$ cat config.mk
export PLATFORM = sky130hd
export DESIGN_NAME = fcs_mpc_multi
export DESIGN_NICKNAME = d
export VERILOG_FILES = /design/src/rtl/fcs_mpc_pkg.sv /design/src/rtl/fcs_mpc_predict.sv /design/src/rtl/fcs_mpc_multi.sv
export SDC_FILE = /design/constraint.sdc
export NUM_CORES = 1
export LEC_CHECK = 0
export BUFFER_PORTS_ARGS = -buffer_cell sky130_fd_sc_hd__buf_2
export CAP_MARGIN = 0
export CELL_PAD_IN_SITES_DETAIL_PLACEMENT = 1
export CELL_PAD_IN_SITES_GLOBAL_PLACEMENT = 2
export CORE_UTILIZATION = 35
export CTS_CLUSTER_DIAMETER = 80
export DETAILED_ROUTE_END_ITERATION = 10
export PLACE_DENSITY_LB_ADDON = 0.3
export SKIP_LAST_GASP = 1
export SLEW_MARGIN = 20
export SYNTH_ARGS = -nofsm -noshare
export SYNTH_HDL_FRONTEND = slang
export SYNTH_SLANG_ARGS = --single-unit
$ cat constraint.sdc
create_clock -name wb_clk_i -period 7.4 [get_ports wb_clk_i]
set_clock_uncertainty 0.1 [all_clocks]
set_input_delay 1.11 -clock wb_clk_i [delete_from_list [all_inputs] [get_ports wb_clk_i]]
set_output_delay 1.11 -clock wb_clk_i [all_outputs]
set_load 0.01 [all_outputs]
$ cat src/rtl/fcs_mpc_pkg.sv
// rtl/fcs_mpc_pkg.sv - shared state encoding, cost width and saturation helper for the FCS-MPC controller
package fcs_mpc_pkg;

    typedef enum logic [1:0] {
        ST_IDLE   = 2'd0,
        ST_SAMPLE = 2'd1,
        ST_EVAL   = 2'd2,
        ST_APPLY  = 2'd3
    } state_e;

    // Cost carries two guard bits above the sample width so |error| plus penalty rarely clips
    localparam int COST_GUARD = 2;

    function automatic int cost_width(input int w);
        return w + COST_GUARD;
    endfunction

    // Clamp a signed value into the unsigned range [0, 2^w-1]
    function automatic logic [31:0] sat_u(input logic signed [31:0] v, input int w);
        logic signed [32:0] hi;
        hi = (33'sd1 <<< w) - 33'sd1;
        if (v < 0) begin
            return 32'd0;
        end
        if ($signed({v[31], v}) > hi) begin
            return hi[31:0];
        end
        return v;
    endfunction

endpackage

$ cat src/rtl/fcs_mpc_predict.sv
// rtl/fcs_mpc_predict.sv - one-candidate current prediction and switching cost
module fcs_mpc_predict
    import fcs_mpc_pkg::*;
#(
    parameter int W      = 8,
    parameter int KA     = 4,
    parameter int SHIFT  = 4,
    parameter int LAMBDA = 2
) (
    input  logic [W-1:0]                il_k_i,
    input  logic [W-1:0]                vg_i,
    input  logic [W-1:0]                vc_i,
    input  logic [W-1:0]                iref_i,
    input  logic                        c_i,
    input  logic                        u_k_i,
    output logic [cost_width(W)-1:0]    cost_o
);

    localparam int CW = cost_width(W);
    localparam int PW = W + 8;
    localparam logic signed [PW-1:0] KA_S = PW'(KA);

    logic [W-1:0]          vg_sel;
    logic signed [W:0]     d;
    logic signed [PW-1:0]  d_ext;
    logic signed [PW-1:0]  prod;
    logic signed [PW-1:0]  p;
    logic [W-1:0]          p_sat;
    logic [W-1:0]          err;
    logic [31:0]           pen;

    // Inductor slope for the candidate, scaled prediction, clamp, then tracking error plus switching penalty
    always_comb begin
        vg_sel = c_i ? vg_i : {W{1'b0}};
        d      = $signed({1'b0, vg_sel}) - $signed({1'b0, vc_i});
        d_ext  = {{(PW-W-1){d[W]}}, d};
        prod   = d_ext * KA_S;
        p      = $signed({8'b0, il_k_i}) + (prod >>> SHIFT);
        p_sat  = W'(sat_u(32'(p), W));
        err    = (iref_i >= p_sat) ? (iref_i - p_sat) : (p_sat - iref_i);
        pen    = (c_i != u_k_i) ? 32'(LAMBDA) : 32'd0;
        cost_o = CW'(sat_u($signed(32'(err) + pen), CW));
    end

endmodule

$ cat src/rtl/fcs_mpc_multi.sv
// rtl/fcs_mpc_multi.sv - interleaved multi-channel finite-control-set MPC with a time-shared predictor
module fcs_mpc_multi
    import fcs_mpc_pkg::*;
#(
    parameter int W      = 8,
    parameter int N_CH   = 2,
    parameter int KA     = 4,
    parameter int SHIFT  = 4,
    parameter int LAMBDA = 2,
    parameter int PERIOD = 100
) (
    input  logic                wb_clk_i,
    input  logic                wb_rst_i,
    input  logic                en,
    input  logic [W-1:0]        iref,
    input  logic [N_CH*W-1:0]   il,
    input  logic [W-1:0]        vg,
    input  logic [W-1:0]        vc,
    output logic [N_CH-1:0]     u,
    output logic [N_CH-1:0]     oeb,
    output logic                busy,
    output logic                done,
    output logic                overrun
);

    localparam int CW    = cost_width(W);
    localparam int NE    = 2 * N_CH;
    localparam int CNT_W = (PERIOD > 1) ? $clog2(PERIOD) : 1;
    localparam int IDX_W = (NE > 1) ? $clog2(NE) : 1;

    if (PERIOD < 2 * N_CH + 3) begin : g_period_check
        $error("fcs_mpc_multi: PERIOD must be at least 2*N_CH+3");
    end

    state_e              state_q, state_d;
    logic [CNT_W-1:0]    cnt_q;
    logic [IDX_W-1:0]    idx_q, idx_d;
    logic [N_CH*W-1:0]   il_q;
    logic [W-1:0]        vg_q, vc_q, iref_q;
    logic [N_CH-1:0]     u_q, best_q, best_d;
    logic [CW-1:0]       cost0_q, cost_cur;
    logic                overrun_q;
    logic                tick;
    logic                cand;
    logic                dec;
    logic                last_eval;
    int                  ch;

    assign tick      = en && (cnt_q == CNT_W'(PERIOD - 1));
    assign cand      = idx_q[0];
    assign last_eval = (state_q == ST_EVAL) && (idx_q == IDX_W'(NE - 1));

    assign u       = u_q;
    assign busy    = (state_q != ST_IDLE);
    assign done    = (state_q == ST_APPLY);
    assign overrun = overrun_q;
    assign oeb     = (en && !wb_rst_i) ? {N_CH{1'b0}} : {N_CH{1'b1}};

    // Free-running control-period counter, parked at zero while disabled
    always_ff @(posedge wb_clk_i or posedge wb_rst_i) begin
        if (wb_rst_i) begin
            cnt_q <= '0;
        end else if (!en || cnt_q == CNT_W'(PERIOD - 1)) begin
            cnt_q <= '0;
        end else begin
            cnt_q <= cnt_q + 1'b1;
        end
    end

    // Sequencing: disable aborts from any state and takes priority over a tick
    always_comb begin
        state_d = state_q;
        idx_d   = idx_q;
        if (!en) begin
            state_d = ST_IDLE;
            idx_d   = '0;
        end else begin
            case (state_q)
                ST_IDLE:   if (tick) state_d = ST_SAMPLE;
                ST_SAMPLE: begin
                    state_d = ST_EVAL;
                    idx_d   = '0;
                end
                ST_EVAL: begin
                    if (idx_q == IDX_W'(NE - 1)) begin
                        state_d = ST_APPLY;
                        idx_d   = '0;
                    end else begin
                        idx_d = idx_q + 1'b1;
                    end
                end
                ST_APPLY:  state_d = ST_IDLE;
                default:   state_d = ST_IDLE;
            endcase
        end
    end

    // State and evaluation-index registers
    always_ff @(posedge wb_clk_i or posedge wb_rst_i) begin
        if (wb_rst_i) begin
            state_q <= ST_IDLE;
            idx_q   <= '0;
        end else begin
            state_q <= state_d;
            idx_q   <= idx_d;
        end
    end

    fcs_mpc_predict #(
        .W      (W),
        .KA     (KA),
        .SHIFT  (SHIFT),
        .LAMBDA (LAMBDA)
    ) u_predict (
        .il_k_i (il_q[ch*W +: W]),
        .vg_i   (vg_q),
        .vc_i   (vc_q),
        .iref_i (iref_q),
        .c_i    (cand),
        .u_k_i  (u_q[ch]),
        .cost_o (cost_cur)
    );

    // Pick the cheaper candidate for the channel under evaluation; ties keep the present switch state
    always_comb begin
        ch     = int'(idx_q >> 1);
        best_d = best_q;
        dec    = u_q[ch];
        if (cost_cur < cost0_q) begin
            dec = 1'b1;
        end else if (cost0_q < cost_cur) begin
            dec = 1'b0;
        end
        if (state_q == ST_EVAL && cand) begin
            best_d[ch] = dec;
        end
    end

    // Snapshot of the measurements and the per-channel running decision
    always_ff @(posedge wb_clk_i or posedge wb_rst_i) begin
        if (wb_rst_i) begin
            il_q    <= '0;
            vg_q    <= '0;
            vc_q    <= '0;
            iref_q  <= '0;
            cost0_q <= '0;
            best_q  <= '0;
        end else if (en) begin
            if (state_q == ST_SAMPLE) begin
                il_q   <= il;
                vg_q   <= vg;
                vc_q   <= vc;
                iref_q <= iref;
            end
            if (state_q == ST_EVAL && !cand) begin
                cost0_q <= cost_cur;
            end
            best_q <= best_d;
        end
    end

    // Gate commands update together on entry to APPLY; overrun is sticky until disable
    always_ff @(posedge wb_clk_i or posedge wb_rst_i) begin
        if (wb_rst_i) begin
            u_q       <= '0;
            overrun_q <= 1'b0;
        end else if (!en) begin
            u_q       <= '0;
            overrun_q <= 1'b0;
        end else begin
            if (last_eval) begin
                u_q <= best_d;
            end
            if (tick && state_q != ST_IDLE) begin
                overrun_q <= 1'b1;
            end
        end
    end

endmodule
==> summary.md <==
| Metric | Value |
|---|---|
| Status | complete, no violations |
| CP Data Arrival Time | 7470 ps |
| Final Hold Viols | 0 |
| I/O Buffers | 49 |
| RSZ-0062 raised after global routing | true |
| Die width | 115 um |
| Post-route ant nets | 0 |
| Number of H-tree levels | 3 |
| RD Place Congestion | 0.768 |
| P&R area growth vs syn | 26.7% |
| Sequential share of the synthesized area | 36.2% |
| Yosys warnings | 0 |
| Most Frequent Cell on Critical Path | ha_4 |
| Synth Instances | 430 |
| WL/cell | 15.2 um |
| Grt ovf | 0 |
| Post-route cell area | 5690 sq um |
| Yosys top cell by area | dfrtp_1 |
| Global-route wire length before repair | 17,400 um |
| Final slew viol count | 0 |
| Drt pass-1 iters | 4 |
| Count of flip-flops with a built-in enable after synthesis | 0 |
| # hold bufs at CTS | 0 |
| Ys async rst share | 100% |
| TritonCTS sink count | 65 |
| Final setup fails | 0 |
| Slowest CP cell | or4b_4 |
| Die height | 115 um |
| Final nets | 600 |
| Post-DP HPWL | 7690 um |
| Initial Util | 35.8% |
| Die area | 13,300 sq um |
| Critical Path End Type | flip-flop |
| Largest net degree at the start of global routing | 67 |
| Worst Tran Pin Value | 854 ps |
| Register Area | 1630 sq um |
| Primary FF master, synth | dfrtp_1 |
| Post-Route WL | 10,400 um |
| Max cap viols | 0 |
| Fin crit period | 7340 ps |
| Tcrit/Tclk final | 99.2% |
| DRC viols | 0 |
| Clk_lat worst skew | 340 ps |
| FMAX | 0.136 GHz |
| CTS buffer count | 9 |
| Vias in the first global route | 3,688 |
| IO Count | 50 |
| Synth top area cells | dfrtp_1, ha_1, mux2_2, xnor2_1, inv_1 |
| Worst-path clk slew | 60 ps |
| Critical path class | flip-flop to flip-flop |
| Share of layout cells above drive strength 1 | 39.5% |
| Rows | 41 |
| Netlist Area Pre-Place | 4490 sq um |
| CTS tree | built |
| Vias/cell | 4.96 |
| #FFs+latches synth | 65 |
| DP Area | 5040 sq um |
| # diodes | 0 |
| Worst slack, placed | -99.8 ps |
| Placeable Area | 12,600 sq um |
| Initial DRC Count | 82 |
| Class of the worst hold path | flip-flop to flip-flop |
| Avg Cell Area, Syn | 10.5 sq um |
| Top cell type's share of synthesized area | 36.2% |
| Syn_nets | 525 |
| Area occupied by multi-input gates | 2990 sq um |
| Worst path max stage delay | 590 ps |
| Vias | 3,381 |
| Relative max-transition margin | 43.1% |
| Worst EP required | 7530 ps |
| Yosys cell types | 56 |
| CTS root buffer | clkbuf_16 |
| Antenna violations before repair | 0 |
| GRT Resource Usage Total | 17.0% |
| Max Buffers Root-to-Sink | 2 |
| Worst-path maximum fanout | 6 |
| Fillers | 1,402 |
| Crit start category | flip-flop |
| Worst setup margin | 62.4 ps |
## per-layer routing
| metal | vias to the layer above | share of wire [%] | GRT usage (%) | wire [um] |
|---|---|---|---|---|
| met5 | - | 0 | 0 | 0 |
| met4 | 0 | 1.8 | 6.84 | 191 |
| met3 | 15 | 2.4 | 4.16 | 249 |
| met2 | 39 | 51 | 28.5 | 5320 |
| met1 | 1664 | 44 | 20.8 | 4590 |
| li1 | 1663 | - | - | - |
## worst max-delay path: cells and delay by family, from the launching register on
family                     cells  cell delay (ps)
AOI/OAI and AO/OA             12             2560
and+or+nand+nor                8             1440
buffers and inverters          1               40
DFF                            1              400
adders and majority gates      6             1590
muxes                          4              950
xor gates and xnor gates       1              130
## stage by stage
stage / utilization [%] / TNS [ps] / std cells / hold slack (ps)
after floorplan: - / 0 / 430 / 325
after global placement: 40.1 / 0 / 652 / 345
after detailed placement: 40.1 / -192 / 652 / 360
after CTS: 42.7 / 0 / 667 / 372
after global routing: 45.3 / -968 / 681 / 401
final: 45.3 / 0 / 681 / 366
## final timing paths
path                           from        end  slack (ps)  depth (start not counted)
hold / removal             cnt_q[0]   cnt_q[0]         370                          1
hold reg to reg            cnt_q[0]   cnt_q[0]         370                          1
max in group asynchronous  wb_rst_i    il_q[6]        5720                          3
setup reg to reg           idx_q[0]  best_q[1]          60                         32
setup / recovery           idx_q[0]  best_q[1]          60                         32
min in group asynchronous  wb_rst_i   cnt_q[3]         930                          3
## sequential cells by signal (all words and copies together) (netlist names)
signal,count
cnt_q,7
state_q,2
il_q,16
cost0_q,9
overrun,1
iref_q,8
u,2
vc_q,8
idx_q,2
vg_q,8
best_q,2
## Yosys cell counts, drive strengths merged, types with 10 or more instances
cell type  count
a21oi         20
mux2          55
nor2          15
and2          11
ha            49
clkbuf        10
inv           29
nand2         29
dfrtp         65
xnor2         16
o21ai         23
xor2          11
o21a          13
## cell families (layout without fill, tap and decap cells)
group / Yosys count / count (layout) / synth area share [%]
adders and majority gates: 52 / 52 / 15.0
DFF: 65 / 65 / 36.2
and+or+nand+nor: 96 / 96 / 11.4
AOI/OAI and AO/OA: 87 / 87 / 13.1
muxes: 61 / 61 / 15.3
buffers and inverters: 42 / 121 / 3.76
xor gates and xnor gates: 27 / 27 / 5.26
## what timing repair did
item,CTS,global route
setup endpoints to repair,4,4
setup buffers,0,14
resized for setup,5,42
pin swaps,3,29
## placed cells by master (no fill, tap or decap), drive strengths merged, types with 6 or more instances in the layout
| cell | n |
|---|---|
| buf | 77 |
| dfrtp | 65 |
| mux2 | 55 |
| ha | 49 |
| nand2 | 29 |
| inv | 29 |
| o21ai | 23 |
| a21oi | 20 |
| xnor2 | 16 |
| nor2 | 15 |
| o21a | 13 |
| xor2 | 11 |
| and2 | 11 |
| clkbuf | 10 |
| a21o | 9 |
| nand3 | 9 |
| nor2b | 7 |
| mux2i | 6 |
## area by class of cell
type                            count  share of cell area, %
Multi-Input combinational cell    323                   52.5
Sequential cell                    65                   28.6
Tap cell                          172                   3.78
Clock buffer                       10                   4.20
Inverter                           29                   1.91
Clock inverter                      5                  0.989
Timing Repair Buffer               77                   8.06
Power is not shown: default switching activity piles up to over one toggle a cycle in this logic, so the estimate is an artifact.
